`src/rtl/paramul_pkg.sv`:
```
// paramul_pkg: shared types and constants for the multiplier datapath.
// Consumed by dot_accum and its requantize sub-block.
package paramul_pkg;

  typedef enum logic [1:0] {
    IDLE,
    ACCUM,
    ROUND,
    HOLD
  } acc_state_e;

  localparam int PROD_W = 64;
  localparam int RES_W  = 32;

  localparam logic signed [63:0] SAT_S_MAX = 64'sd2147483647;
  localparam logic signed [63:0] SAT_S_MIN = -64'sd2147483648;
  localparam logic signed [63:0] SAT_U_MAX = 64'sd4294967295;
  localparam logic signed [63:0] SAT_U_MIN = 64'sd0;

endpackage

```
`src/rtl/dot_accum_if.sv`:
```
// dot_accum_if: product-in / result-out handshake bundle.
// slave = accumulator side, master = producer/consumer side.
interface dot_accum_if;
  import paramul_pkg::*;

  logic [PROD_W-1:0] prod;
  logic              prod_sign;
  logic              prod_valid;
  logic              prod_last;
  logic              prod_ready;
  logic [RES_W-1:0]  bias;
  logic [RES_W-1:0]  res;
  logic              res_valid;
  logic              res_ready;
  logic              res_sat;
  logic              res_len_err;

  modport slave (
    input  prod,
    input  prod_sign,
    input  prod_valid,
    input  prod_last,
    input  bias,
    input  res_ready,
    output prod_ready,
    output res,
    output res_valid,
    output res_sat,
    output res_len_err
  );

  modport master (
    output prod,
    output prod_sign,
    output prod_valid,
    output prod_last,
    output bias,
    output res_ready,
    input  prod_ready,
    input  res,
    input  res_valid,
    input  res_sat,
    input  res_len_err
  );

endinterface

```
`src/rtl/dot_accum_round_sat.sv`:
```
// dot_accum_round_sat: wide accumulator -> rounded, saturated 32-bit result.
// Purely combinational; round half toward +inf, then clamp.
module dot_accum_round_sat
  import paramul_pkg::*;
#(
  parameter int ACC_W     = 72,
  parameter int FRAC_BITS = 16
) (
  input  logic [ACC_W-1:0] acc,
  input  logic             sign,
  output logic [RES_W-1:0] res,
  output logic             sat
);

  // Two guard bits: rounding carry plus a clean sign bit for unsigned sums.
  localparam int W = ACC_W + 2;

  localparam logic signed [W-1:0] S_MAX = W'(SAT_S_MAX);
  localparam logic signed [W-1:0] S_MIN = W'(SAT_S_MIN);
  localparam logic signed [W-1:0] U_MAX = W'(SAT_U_MAX);
  localparam logic signed [W-1:0] U_MIN = W'(SAT_U_MIN);
  localparam logic [W-1:0]        HALF  = (W'(1) << FRAC_BITS) >> 1;

  logic [W-1:0]        wide;
  logic [W-1:0]        sum;
  logic signed [W-1:0] q;

  always_comb begin
    wide = {{2{sign & acc[ACC_W-1]}}, acc};
    sum  = wide + HALF;
    if (sign) begin
      q = $signed(sum) >>> FRAC_BITS;
    end else begin
      q = $signed(sum >> FRAC_BITS);
    end
    res = q[RES_W-1:0];
    sat = 1'b0;
    if (sign) begin
      if (q > S_MAX) begin
        res = S_MAX[RES_W-1:0];
        sat = 1'b1;
      end else if (q < S_MIN) begin
        res = S_MIN[RES_W-1:0];
        sat = 1'b1;
      end
    end else begin
      if (q > U_MAX) begin
        res = U_MAX[RES_W-1:0];
        sat = 1'b1;
      end else if (q < U_MIN) begin
        res = U_MIN[RES_W-1:0];
        sat = 1'b1;
      end
    end
  end

endmodule

```
`src/rtl/dot_accum.sv`:
```
// dot_accum: vector accumulate, round and saturate stage after the multiplier.
// Optional bias term on the first beat: define DOT_ACCUM_BIAS_EN.
module dot_accum
  import paramul_pkg::*;
#(
  parameter int ACC_W     = 72,
  parameter int FRAC_BITS = 16,
  parameter int MAX_LEN   = 256
) (
  input logic       clk,
  input logic       rst_n,
  dot_accum_if.slave bus
);

  localparam int CNT_W = $clog2(MAX_LEN + 1);
  localparam logic [CNT_W-1:0] LAST_CNT = CNT_W'(MAX_LEN - 1);

  acc_state_e       state;
  logic [ACC_W-1:0] acc;
  logic [CNT_W-1:0] count;
  logic             sign_q;
  logic             len_err;

  logic             ready_q;
  logic [RES_W-1:0] res_q;
  logic             valid_q;
  logic             sat_q;
  logic             len_q;

  logic             accept;
  logic             ext_sign;
  logic [ACC_W-1:0] prod_ext;
  logic [ACC_W-1:0] first_term;
  logic [RES_W-1:0] rs_res;
  logic             rs_sat;

  assign accept   = bus.prod_valid & ready_q;
  assign ext_sign = (state == IDLE) ? bus.prod_sign : sign_q;
  assign prod_ext = {{(ACC_W-PROD_W){ext_sign & bus.prod[PROD_W-1]}},
                     bus.prod};

`ifdef DOT_ACCUM_BIAS_EN
  logic [ACC_W-1:0] bias_ext;
  assign bias_ext = {{(ACC_W-RES_W){bus.prod_sign & bus.bias[RES_W-1]}},
                     bus.bias};
  assign first_term = prod_ext + (bias_ext << FRAC_BITS);
`else
  logic unused_bias;
  assign unused_bias = ^bus.bias;
  assign first_term  = prod_ext;
`endif

  dot_accum_round_sat #(
    .ACC_W     (ACC_W),
    .FRAC_BITS (FRAC_BITS)
  ) u_round_sat (
    .acc  (acc),
    .sign (sign_q),
    .res  (rs_res),
    .sat  (rs_sat)
  );

  always_ff @(posedge clk or negedge rst_n) begin
    if (!rst_n) begin
      state   <= IDLE;
      acc     <= '0;
      count   <= '0;
      sign_q  <= 1'b0;
      len_err <= 1'b0;
      ready_q <= 1'b0;
      res_q   <= '0;
      valid_q <= 1'b0;
      sat_q   <= 1'b0;
      len_q   <= 1'b0;
    end else begin
      unique case (state)
        IDLE: begin
          ready_q <= 1'b1;
          if (accept) begin
            sign_q <= bus.prod_sign;
            acc    <= first_term;
            count  <= CNT_W'(1);
            if (bus.prod_last) begin
              state   <= ROUND;
              ready_q <= 1'b0;
            end else begin
              state <= ACCUM;
            end
          end
        end
        ACCUM: begin
          if (accept) begin
            acc   <= acc + prod_ext;
            count <= count + CNT_W'(1);
            // Force-close a runaway vector at MAX_LEN and flag it.
            if (bus.prod_last || count == LAST_CNT) begin
              state   <= ROUND;
              ready_q <= 1'b0;
              len_err <= ~bus.prod_last;
            end
          end
        end
        ROUND: begin
          res_q   <= rs_res;
          sat_q   <= rs_sat;
          len_q   <= len_err;
          valid_q <= 1'b1;
          state   <= HOLD;
        end
        HOLD: begin
          if (bus.res_ready) begin
            valid_q <= 1'b0;
            acc     <= '0;
            count   <= '0;
            len_err <= 1'b0;
            ready_q <= 1'b1;
            state   <= IDLE;
          end
        end
      endcase
    end
  end

  assign bus.prod_ready  = ready_q;
  assign bus.res         = res_q;
  assign bus.res_valid   = valid_q;
  assign bus.res_sat     = sat_q;
  assign bus.res_len_err = len_q;

endmodule
```
`src/flat_wrapper.sv`:
```
// flat-port wrapper written by rule: the top's interface ports become plain ports
module dot_accum_flat import paramul_pkg::*;
#(
  parameter int ACC_W     = 72,
  parameter int FRAC_BITS = 16,
  parameter int MAX_LEN   = 256
)
  (clk, rst_n, bus_prod, bus_prod_sign, bus_prod_valid, bus_prod_last, bus_bias, bus_res_ready, bus_prod_ready, bus_res, bus_res_valid, bus_res_sat, bus_res_len_err);
  dot_accum_if bus_i ();
  input logic clk;
  input logic rst_n;
  input wire logic [$bits(bus_i.prod)-1:0] bus_prod;
  input wire logic [$bits(bus_i.prod_sign)-1:0] bus_prod_sign;
  input wire logic [$bits(bus_i.prod_valid)-1:0] bus_prod_valid;
  input wire logic [$bits(bus_i.prod_last)-1:0] bus_prod_last;
  input wire logic [$bits(bus_i.bias)-1:0] bus_bias;
  input wire logic [$bits(bus_i.res_ready)-1:0] bus_res_ready;
  output wire logic [$bits(bus_i.prod_ready)-1:0] bus_prod_ready;
  output wire logic [$bits(bus_i.res)-1:0] bus_res;
  output wire logic [$bits(bus_i.res_valid)-1:0] bus_res_valid;
  output wire logic [$bits(bus_i.res_sat)-1:0] bus_res_sat;
  output wire logic [$bits(bus_i.res_len_err)-1:0] bus_res_len_err;
  assign bus_i.prod = bus_prod;
  assign bus_i.prod_sign = bus_prod_sign;
  assign bus_i.prod_valid = bus_prod_valid;
  assign bus_i.prod_last = bus_prod_last;
  assign bus_i.bias = bus_bias;
  assign bus_i.res_ready = bus_res_ready;
  assign bus_prod_ready = bus_i.prod_ready;
  assign bus_res = bus_i.res;
  assign bus_res_valid = bus_i.res_valid;
  assign bus_res_sat = bus_i.res_sat;
  assign bus_res_len_err = bus_i.res_len_err;
  dot_accum #(.ACC_W(ACC_W), .FRAC_BITS(FRAC_BITS), .MAX_LEN(MAX_LEN)) u_core (.clk(clk), .rst_n(rst_n), .bus(bus_i));
endmodule
```
`config.mk`:
```
export PLATFORM = sky130hd
export DESIGN_NAME = dot_accum_flat
export DESIGN_NICKNAME = d
export VERILOG_FILES = /design/src/rtl/paramul_pkg.sv /design/src/rtl/dot_accum_if.sv /design/src/rtl/dot_accum_round_sat.sv /design/src/rtl/dot_accum.sv /design/src/flat_wrapper.sv
export SDC_FILE = /design/constraint.sdc
export NUM_CORES = 1
export LEC_CHECK = 0
export BUFFER_PORTS_ARGS = -buffer_cell sky130_fd_sc_hd__buf_2
export CAP_MARGIN = 20
export CORE_ASPECT_RATIO = 0.7
export CORE_MARGIN = 2
export CORE_UTILIZATION = 41
export CTS_BUF_LIST = sky130_fd_sc_hd__clkbuf_8
export CTS_CLUSTER_SIZE = 30
export DETAILED_ROUTE_END_ITERATION = 12
export GPL_TIMING_DRIVEN = 0
export PLACE_DENSITY = 0.66
export SETUP_SLACK_MARGIN = 0.2
export SYNTH_ARGS = -nofsm -noshare
export SYNTH_HDL_FRONTEND = slang
export SYNTH_SLANG_ARGS = --single-unit
```
`constraint.sdc`:
```
create_clock -name clk -period 8.54 [get_ports clk]
set_input_delay 0.854 -clock clk [delete_from_list [all_inputs] [get_ports clk]]
set_output_delay 0.854 -clock clk [all_outputs]
set_load 0.1 [all_outputs]
```
# After elaboration in Yosys (flattened, before gate mapping)
# Index checks and enable logic that the tools add are counted.
# classes
addsub	3
order_cmp	4
n_eq_ne	8
muxes	37
bitwise_logic	4
reduce_logical	11
# ops
op	count
72-bit two-way mux	3
72-bit case mux with 3 select lines	1
32-bit two-way mux	5
73-bit by 17-bit adder with 74-bit output (second input constant)	1
74-bit by 32-bit greater-than comparator with 1-bit output (second input constant)	1
74-bit by 33-bit greater-than comparator with 1-bit output (second input constant)	1
74-bit by 1-bit less-than comparator with 1-bit output (second input constant)	1
74-bit by 32-bit less-than comparator with 1-bit output (second input constant)	1
74-bit two-way mux	1
72-bit adder	1
9-bit two-way mux	3
9-bit case mux with 3 select lines	1
4-bit AND reduction	4
1-bit two-way mux	14
2-bit two-way mux	5
9-bit by 1-bit adder with 9-bit output (second input constant)	1
9-bit by 8-bit == test with 1-bit output (second input constant)	1
2-bit case mux with 4 select lines	1
2-bit by 1-bit inequality test with 1-bit output (second input constant)	3
2-bit == test (second input constant)	2
1-bit case mux with 2 select lines	2
2-bit AND reduction	2
2-bit nonzero test	2
1-bit AND	3
7 further kinds	7
# word_totals
register_bits	121
inputBits	102
output_inout_bits	36

# Longest topological paths before layout
# Gate-level depths: netlist of the first run.
# logic_depth
ltp_word	7
ltp_mapped	16
depth_no_buf	14

# Modules after synthesis
# Synthesis of the first run repeated with hierarchy kept, for this count alone.
# unflattened
cells_unflattened	1473
hier_area_um2	11954.0
# by_module_without_submodules
module	n_inst	cells_per_inst	area_each_um2	seq_area_each_um2
dot_accum	1	1151	9788.1	3027.9
dot_accum_round_sat	1	322	2165.8	0.0

# Least setup slack after synthesis of the first run
# OpenSTA, ideal clock, no wires.
# synth_path
path_kind	input-to-reg
from	input bus_prod[0]
to	register u_core.acc[48]
setup_ns	0.139
arrival_time_ns	3.548
required_time_ns	8.401
path_slack_ns	4.853
cell_stages	13
cell_sequence	ha_1 -> fa_1 -> a21o_1 -> and4_1 -> o21ai_0 -> a211oi_1 -> a21oi_1 -> o41a_1 -> o21ai_0 -> a21o_1 -> a221oi_1 -> xor2_1 -> o221ai_1
# synth_via
elab_chain_len	3
# synth_rtl
element	line	text
from (decl)	flat_wrapper.sv:12	input wire logic [$bits(bus_i.prod)-1:0] bus_prod;
72-bit adder	dot_accum.sv:93	acc <= acc + prod_ext;
72-bit two-way mux	dot_accum.sv:92	if (accept) begin
72-bit case mux with 3 select lines	dot_accum.sv:76	unique case (state)
to (signal assigned)	dot_accum.sv:81	acc <= first_term;
to (signal assigned)	dot_accum.sv:93	
to (decl)	dot_accum.sv:19	logic [ACC_W-1:0] acc;
# Every way passes these cells. The select of a mux whose other input is x is not followed.
# A chain may end at the register's enable or synchronous reset.

# Final worst setup path of the first run
# Ends and elaborated chain as after synthesis.

==> qor.txt, run 1 <==
Net count, final -> 1667
Most used DFF post-synth -> dfrtp_1
final setup violation count -> 0
register area share after synthesis -> 27.7%
CP Launch Type -> input pin
Initial DRC Count -> 1030
layout cells sized above 1 -> 12.3%
Worst Setup End Kind -> register
vias in the first global route -> 10400
design area -> 12400 µm²
worst path required time -> 8870 ps
Least-Margin Pin Slew -> 993 ps
largest net degree at the start of global routing -> 90
maximum capacitance violations -> 0
Yosys top cell area share -> 27.7%
syn_area_per_cell -> 8.04 µm²
PostCTS Resize Cnt -> 0
Max FO, Critical Path -> 4
Via density -> 6.02
r2r setup slk -> 4250 ps
Hold WC Path Type -> input pin to asynchronous set/reset pin
RSZ-0062 raised after global routing -> no
Layout area overhead -> 13.5%
TNS Setup -> 0 ps
clock buffer depth -> 2
top-count cell post-synth -> nor2_1
Vias -> 11200
IO Pins -> 138
root buffer cell -> clkbuf_8
PwrDens -> 482 nW/µm²
Initial Util -> 42.1%
Crit Path Category -> input pin to register
Syn Inst Count -> 1359
synthesized flop and latch total -> 121
Yosys Warn Count -> 0
final worst clock skew -> 15.5 ps
TritonRoute pass-1 iters -> 5
portion of netlist area occupied by mux cells -> 0.675%
LEAKAGE -> 5.34 nW
Compound-Gate Fraction of Synth Area -> 26.5%
area share of fa/ha/maj cells after synthesis -> 9.23%
Die W -> 199 µm
Post-synth EDFFs -> 0
DP Worst Slack -> 3810 ps
Tcrit/Tclk final -> 51.5%
r2r startpoint -> u_core.acc[0]
total gr overflow -> 0
antenna violations before repair -> 0
Max IR drop VDD -> 0.184 mV
CTS tree -> yes
FF-to-FF End -> u_core.acc[48]
Routed WL -> 38700 µm
Die Ht -> 141 µm
CTS buffer count -> 17
synth top area cells -> dfrtp_1 28%, ha_1 9.0%, nor2_1 6.1%
Max-slew headroom -> 33.8%
top post-synthesis cells by count -> 178 x nor2_1, 121 x dfrtp_1, 120 x a21oi_1
H-tree lvl count -> 4
Routability Congestion -> 0.967
DP Wirelength -> 30000 µm
antenna-violating nets left -> 0
main combinational cell family by area after synthesis -> compound AO/OA/AOI/OAI gates
status -> finished clean
fin crit period -> 4400 ps
first-pass GRT wire length -> 59800 µm
Residual DRC -> 0
Final Hold Fails -> 0
XOR/XNOR share of the synthesized area -> 8.97%
Max Slew Vio Count -> 0
CP startpoint -> bus_prod[0]
worst setup path end -> u_core.acc[48]
Reg2Reg Depth -> 13
total power draw -> 5.98 mW
dominant cell type by area after synthesis -> dfrtp_1
Clock Sinks -> 121
Placed Area -> 11900 µm²
IO buf count -> 105
Worst Path Arrival -> 4730 ps
net count after synthesis -> 1541
core area -> 25900 µm²
post-cts hold buffer count -> 0
Post-Synth Simple-Gate Area -> 22.1%
final worst setup slack -> 4140 ps
gr usage total -> 28.0%
max frequency -> 227 MHz
synthesized area -> 10900 µm²
antenna cells -> 0
wire per inst -> 20.9 µm
die area -> 28000 µm²
post-CTS setup buffers -> 0
latest clock arrival within the worst-skew pair -> 480 ps
Rows -> 49
Worst-path clk slew -> 80 ps
FFs w/ async S/R, synth -> 100%
count of cell types in the netlist -> 84
## critical path, stage by stage
cell      delay, ps
buf_2           110
ha_1            210
fa_1            410
a21o_1          190
and4_1          230
o21ai_0         380
a211oi_1        160
a21oi_1         410
o41a_1          280
o21ai_0         280
a21o_1          340
a221oi_1        540
xor2_1          200
o221ai_1        120
## cell families after synthesis
family | after synthesis
AOI/OAI and AO/OA | 431
DFF | 121
muxes | 7
adders and majority gates | 80
buffers and inverters | 118
and+or+nand+nor | 490
xor gates and xnor gates | 112
## worst min path at each step
stage / start / end / slack (ps) / cells after the start
global route: rst_n / u_core.bus.res[6] / 260 / 1
CTS: rst_n / u_core.bus.res[11] / 240 / 1
finish: rst_n / u_core.bus.res[11] / 240 / 1
global placement: u_core.count[8] / u_core.count[8] / 460 / 2
detailed placement: u_core.acc[2] / u_core.acc[2] / 490 / 2
floorplan: u_core.count[8] / u_core.count[8] / 450 / 2
## layer usage
| metal | global-route usage (%) | share of wire (%) | wire [µm] |
|---|---|---|---|
| met3 | 7.18 | 11 | 4110 |
| met2 | 38.0 | 39 | 15200 |
| met1 | 43.2 | 48 | 18600 |
| met4 | 7.34 | 2.0 | 765 |
| met5 | 0 | 0 | 0 |
## area by class of cell
class,count,area [µm²]
fillers,2568,13500
multi-input cells,1120,7370
flip-flops and latches,121,3030
repair buffers,107,563
well taps,357,447
plain buffers,69,345
clock buffers,18,248
clock inverters,14,219
inverters,49,184
## state kept, by name, summed over array words and instances (netlist names)
signal / count
u_core.acc: 72
u_core.bus.res: 32
u_core.count: 9
u_core.state: 2
u_core.bus.prod_ready: 1
u_core.bus.res_len_err: 1
u_core.bus.res_sat: 1
u_core.bus.res_valid: 1
u_core.len_err: 1
u_core.sign_q: 1
## report_power, final
group,switching [mW],internal (mW)
Clock,0.285,0.358
Sequential,0.388,0.851
Combinational,2.78,1.32
## per-stage QoR
stage	hold WS, ps	utilization, %	instances
floorplan	449	-	1359
global placement	464	45.9	1821
detailed placement	487	46.0	1823
CTS	240	47.8	1855
global route	258	47.8	1855
finish	243	47.8	1855
## placed cells by master (no fill, tap or decap), types with 5 or more instances in the layout
cell       instances
inv_1             50
and3_1            32
o21bai_1          13
a21oi_1          120
a221oi_1          40
buf_2            111
buf_6              5
nor3_1            24
o221ai_1          18
a31oi_1           15
a21boi_0           5
and4_1            11
a21o_1            43
a211oi_1          16
nor3b_1           12
dfrtp_1          121
o22ai_1            7
nor2b_1            9
o21ai_0           85
clkbuf_8          19
bufinv_16          5
and2_1             9
xor2_1            48
clkbuf_1          51
nand2_1          103
ha_1              79
o31ai_1            6
nor2_1           178
o21a_1             9
nand4_1           34
nand3_1           46
a211oi_2          10
xnor2_1           64
nor4_1             7
No activity file was read; power rests on OpenSTA's default activity.
==> inputs of run 2 (changes only) <==
Settings changed: PLACE_DENSITY 0.66 to 0.68.
Clock period 8.54 ns to 4 ns, I/O delays scaled along.
==> run 2 against run 1 <==
Non-clock buffer count increased by 5. Cell count up 0.27%. Setup slack got worse by 3900 ps. Routed wire length increased by 0.64%. Via count rose by 2.0%. Hold slack worse by 110 ps. First-iteration DRC count rose by 13%. Combinational power up 120%. Power grew 110%. Count of clock-buffer cells in the layout fell by 1. Critical path type is now register to register. Critical endpoint is now u_core.acc[47]. Largest cell class unchanged.
==> qor.txt, run 2 (synthesized netlist as in run 1, its figures left out) <==
max frequency -> 269 MHz
Worst Setup End Kind -> register
Critical-path top delay cell -> o31ai_1
largest net degree at the start of global routing -> 75 (-17%)
DP Wirelength -> 29900 µm (-0.33%)
Die Ht -> 141 µm (unchanged)
fin crit period -> 3710 ps
largest delay contributor family on the critical path -> compound AO/OA/AOI/OAI gates
r2r startpoint -> u_core.acc[11]
gr usage total -> 27.8% (-0.23 points)
final setup violation count -> 0 (unchanged)
commonest non-fill, non-tap cell in the layout -> nor2_1
fill cell count -> 2612 (+1.7%)
WHS Path Cells -> 2
IO buf count -> 105 (unchanged)
Vias -> 11400 (+2.0%)
TritonRoute pass-1 iters -> 5 (unchanged)
Worst Path Arrival -> 4050 ps (-680 ps)
TNS Setup -> 0 ps (unchanged)
FF-to-FF End -> u_core.acc[47]
final worst clock skew -> 14.4 ps (-1.07 ps)
layout cells sized above 1 -> 13.6% (+1.2 points)
core area -> 25900 µm² (unchanged)
status -> finished clean
Rows -> 49 (unchanged)
total power draw -> 12.7 mW (+110%)
RSZ-0062 raised after global routing -> yes
Residual DRC -> 0 (unchanged)
Crit Path Category -> register to register
clock buffer depth -> 2 (unchanged)
Initial DRC Count -> 1162 (+13%)
antenna-violating nets left -> 0 (unchanged)
hold path endpoint -> u_core.bus.res_valid
first-pass GRT wire length -> 59600 µm (-0.26%)
Final Hold Fails -> 0 (unchanged)
antenna violations before repair -> 1 (+1)
CP Launch Type -> register
H-tree lvl count -> 4 (unchanged)
Max Slew Vio Count -> 0 (unchanged)
Placed Area -> 11900 µm² (unchanged)
PwrDens -> 1020 nW/µm² (+110%)
Via density -> 6.12 (+1.7%)
Placed Cells -> 1823 (unchanged)
Max-slew headroom -> 34.2% (+0.37 points)
design area -> 12500 µm² (+0.41%)
Die W -> 199 µm (unchanged)
CTS buffer count -> 17 (unchanged)
wire per inst -> 20.9 µm (+0.37%)
Layout area overhead -> 14.0%
Routability Congestion -> 0.993 (+2.7%)
most flop-heavy register -> u_core.acc
latest clock arrival within the worst-skew pair -> 480 ps (about the same)
die area -> 28000 µm² (unchanged)
Worst-path clk slew -> 90 ps (about the same)
CP peak stage delay -> 510 ps (-30 ps)
Max IR drop VDD -> 0.340 mV (+85%)
worst path required time -> 4340 ps (-4530 ps)
r2r setup slk -> 290 ps (-3960 ps)
Initial Util -> 42.1% (unchanged)
total gr overflow -> 0 (unchanged)
root buffer cell -> clkbuf_8
Worst Path Buf+Inv -> 0 (-1)
CTS tree -> yes
Worst Hold Launch -> bus_res_ready
antenna cells -> 0 (unchanged)
Max FO, Critical Path -> 6 (+2)
Routed WL -> 38900 µm (+0.64%)
Clock Sinks -> 121 (unchanged)
Least-Margin Pin Slew -> 975 ps (-18.3 ps)
IO Pins -> 138 (unchanged)
Tcrit/Tclk final -> 92.8%
Largest register FFs -> 72 (unchanged)
Net count, final -> 1672 (+0.30%)
Hold WC Path Type -> input pin to register
Reg2Reg Depth -> 11 (-2)
CP Cell Sequence -> ha_1, and4_1, nand4_1, o211ai_1, a21boi_0, o2bb2ai_1, o31ai_1, a21oi_1, o21ai_0, xnor2_1, o22ai_1
most frequent cells in the layout -> 177 x nor2_1, 119 x a21oi_1, 118 x dfrtp_1
maximum capacitance violations -> 0 (unchanged)
LEAKAGE -> 5.34 nW (about the same)
vias in the first global route -> 10400 (-0.077%)
Finished Layout Cells -> 1860 (+0.27%)
run 2: cell count changes in the layout (fill, tap and decap cells not counted), moves of 2 or more:
cell and change:
clkinvlp_4 +4, buf_4 +3, bufinv_16 -3, dfrtp_1 -3
dfrtp_2 +3, nor4_1 -3, nor4_2 +3, a221oi_1 -2
o21ai_0 -2
run 2: routing by layer:
layer	up-vias	global-route usage (%)	share of wire, %
met4	0	7.19	2.1
met5	-	0	0
met2	549	37.8	39
li1	5292	-	-
met1	5491	43.3	48
met3	53	6.17	11
run 2: layout make-up:
| class | count | area [µm²] | area share, % |
|---|---|---|---|
| tap | 357 | 447 | 3.59 |
| buffer | 69 | 347 | 2.78 |
| timing repair buffer | 112 | 608 | 4.88 |
| multi-input combinational | 1120 | 7450 | 59.8 |
| clock buffer | 17 | 234 | 1.88 |
| clock inverter | 15 | 154 | 1.24 |
| sequential | 121 | 3030 | 24.3 |
| inverter | 49 | 184 | 1.48 |
run 2: through the flow:
step           utilization, %  setup WS (ps)  hold slack, ps
6_report                 48.0            289             137
5_1_grt                  48.0            187             125
4_1_cts                  47.7            236             121
3_5_place_dp             46.0           -277             375
3_3_place_gp             45.9           -357             461
2_1_floorplan               -            767             104
run 2: where the power goes:
group	internal [mW]	switching, mW	total [mW]
logic	2.85	6.00	8.85
registers	1.82	0.857	2.68
clock network	0.553	0.597	1.15
total	5.22	7.45	12.7
run 2: worst reg2reg max path, stage by stage, from the launching register on:
cell and delay, ps:
dfrtp_1 390, ha_1 430, and4_1 340, nand4_1 140, o211ai_1 420, a21boi_0 360
o2bb2ai_1 270, o31ai_1 510, a21oi_1 220, o21ai_0 240, xnor2_1 150, o22ai_1 100
run 2: how the worst max path moves through the flow:
stage | startpoint | to | depth (start not counted) | slack [ps]
2_1_floorplan | bus_prod[0] | u_core.acc[48] | 13 | 770
3_3_place_gp | bus_prod[0] | u_core.acc[48] | 14 | -360
3_5_place_dp | bus_prod[0] | u_core.acc[48] | 14 | -280
4_1_cts | u_core.acc[0] | u_core.acc[48] | 13 | 240
5_1_grt | u_core.state[0] | u_core.acc[71] | 14 | 190
6_report | u_core.acc[11] | u_core.acc[47] | 11 | 290
run 2: what timing repair did:
| action | 4_1_cts | 5_1_grt |
|---|---|---|
| hold endpoints to repair | 47 | 0 |
| endpoints found under the setup margin | 25 | 41 |
| buffers inserted | 1 | 2 |
| pin swaps | 1 | 1 |
| hold buffers | 1 | 0 |
| resized for setup | 5 | 17 |
==> inputs of run 3 (changes only) <==
Settings changed: GPL_TIMING_DRIVEN 0 to unset, PLACE_DENSITY 0.68 to 0.66.
Clock period 4 ns to 3.8 ns, I/O delays scaled along.
==> run 3 against run 2 <==
Sequential power grew 1%. Routed wire length shrank 9.4%. Sequential share of layout area shrank 0.11 points. Register-to-register slack gained 50 ps. Power grew 3.8%. Critical path type unchanged. Largest cell class unchanged. Highest routed layer unchanged.
==> qor.txt, run 3 (synthesized netlist as in run 1, its figures left out) <==
Layout area overhead -> 14.5%
Routability Congestion -> 0.954 (-3.9%)
wire per inst -> 19.2 µm (-8.4%)
Max Used Layer -> met4
Rows -> 49 (unchanged)
antenna-violating nets left -> 0 (unchanged)
Worst Path Arrival -> 3830 ps (-220 ps)
Max-slew headroom -> 49.3% (+15 points)
fin crit period -> 3460 ps (-255 ps)
Max FO, Critical Path -> 13 (+7)
DP Wirelength -> 26800 µm (-10%)
Least-Margin Pin Slew -> 760 ps (-214 ps)
total power draw -> 13.2 mW (+3.8%)
Sw Ratio -> 56.6% (-2.2 points)
CTS tree -> yes
Seq pwr share -> 20.7% (-0.4 points)
final setup violation count -> 0 (unchanged)
final worst clock skew -> 22.1 ps (+7.63 ps)
most flop-heavy register -> u_core.acc
Crit Path Category -> register to register
Via density -> 5.97 (-2.5%)
net switching power -> 7.44 mW (-0.14%)
RSZ-0062 raised after global routing -> yes
WL met3 -> 3330 µm (-20%)
P_int -> 5.72 mW (+9.4%)
Routed WL -> 35300 µm (-9.4%)
latest clock arrival within the worst-skew pair -> 480 ps (about the same)
Clk pwr share -> 9.1% (about the same)
Comb pwr share -> 70.2% (+0.4 points)
gr usage total -> 25.5% (-2.2 points)
H-tree lvl count -> 4 (unchanged)
clock buffer depth -> 2 (unchanged)
Max Slew Vio Count -> 0 (unchanged)
IO Pins -> 138 (unchanged)
Largest register FFs -> 72 (unchanged)
TNS Setup -> 0 ps (unchanged)
total gr overflow -> 0 (unchanged)
Clock Sinks -> 121 (unchanged)
most frequent cells in the layout -> 177 x nor2_1, 119 x a21oi_1, 117 x dfrtp_1
CP startpoint -> u_core.acc[19]
metal2 WL -> 14000 µm (-8.0%)
LEAKAGE -> 5.43 nW (+1.8%)
core area -> 25900 µm² (unchanged)
Vias -> 11000 (-3.5%)
Final Hold Fails -> 0 (unchanged)
CP Launch Type -> register
commonest non-fill, non-tap cell in the layout -> nor2_1
die area -> 28000 µm² (unchanged)
Initial DRC Count -> 927 (-20%)
Met1 Routed Length -> 17500 µm (-6.9%)
final worst setup slack -> 344 ps (+55.0 ps)
Worst-path clk slew -> 80 ps (about the same)
largest net degree at the start of global routing -> 65 (-13%)
hold slack final -> 116 ps (-20.2 ps)
root buffer cell -> clkbuf_8
DP Worst Slack -> 149 ps (+427 ps)
r2r startpoint -> u_core.acc[19]
layout cells sized above 1 -> 16.6% (+3.0 points)
Die W -> 199 µm (unchanged)
IO buf count -> 105 (unchanged)
Residual DRC -> 0 (unchanged)
Net count, final -> 1650 (-1.3%)
maximum capacitance violations -> 0 (unchanged)
PwrDens -> 1050 nW/µm² (+3.3%)
Hold WC Path Type -> input pin to register
Initial Util -> 42.1% (unchanged)
status -> finished clean
TritonRoute pass-1 iters -> 5 (unchanged)
Worst Hold Launch -> bus_res_ready
Worst Setup End Kind -> register
vias in the first global route -> 9939 (-4.0%)
max frequency -> 289 MHz (+7.4%)
Die Ht -> 141 µm (unchanged)
CTS buffer count -> 17 (unchanged)
Max IR drop VDD -> 0.430 mV (+26%)
first-pass GRT wire length -> 55800 µm (-6.4%)
antenna violations before repair -> 2 (+1)
worst path required time -> 4180 ps (-160 ps)
Tcrit/Tclk final -> 91.0% (-1.8 points)
run 3: cell types whose count changed in the layout (fill, tap and decap cells not counted), sizes merged:
cell / delta
buf: +32
clkbuf: -52
clkinv: +1
clkinvlp: -1
diode: +2
dlygate4sd3: -1
dlymetal6s2s: -1
run 3: worst max-delay path, cell delays in order (launching register included):
cell      delay (ps)
dfrtp_1          530
nand4_4          200
nor4_4           390
nand4_1          310
nor2_1           450
and3_1           240
xor2_1           260
nand4_1          200
o41a_4           570
o221ai_1         210
run 3: layout make-up:
type / count / area (µm²)
clock buffers: 17 / 234
repair buffers: 159 / 973
well taps: 357 / 447
fillers: 2599 / 13400
inverters: 49 / 184
flip-flops and latches: 121 / 3030
clock inverters: 15 / 151
diodes: 2 / 5.00
multi-input cells: 1120 / 7490
run 3: stage by stage:
step	std cells	utilization, %	instance area (µm²)
final	1840	48.3	12500
after global placement	1800	46.2	12000
after CTS	1833	47.7	12400
after floorplan	1359	-	10900
after detailed placement	1800	46.2	12000
after global routing	1838	48.3	12500
run 3: path summary, 6_finish.rpt:
path / to / slack (ps) / cells past startpoint
worst max-delay path: u_core.bus.res[5] / 340 / 9
worst min-delay path: u_core.bus.res_valid / 120 / 2
worst max register to register: u_core.bus.res[5] / 340 / 9
worst min register to register: u_core.acc[2] / 490 / 2
max in group asynchronous: u_core.acc[54] / 2380 / 3
min in group asynchronous: u_core.bus.res[1] / 520 / 2
run 3: power groups by stage:
stage,logic (mW),registers (mW),clock network [mW]
6_report,9.24,2.72,1.20
2_1_floorplan,5.59,3.69,0
5_1_grt,10.1,2.81,1.28
3_5_place_dp,8.96,2.70,0
4_1_cts,9.00,2.68,1.22
3_3_place_gp,8.83,2.67,0
run 3: repair_timing:
| action | 4_1_cts | 5_1_grt |
|---|---|---|
| hold buffers | 1 | 0 |
| gates resized for setup | 1 | 24 |
| pin swaps | 0 | 8 |
| gates cloned | 0 | 0 |
| hold endpoints to repair | 43 | 0 |
| buffers inserted | 0 | 5 |
| endpoints found under the setup margin | 1 | 44 |
run 3: routing by layer:
| metal | global-route usage, % | vias to the layer above |
|---|---|---|
| met5 | 0 | - |
| met4 | 5.50 | 0 |
| met3 | 6.17 | 32 |
| met2 | 34.3 | 452 |
| met1 | 40.4 | 5254 |
| li1 | - | 5245 |
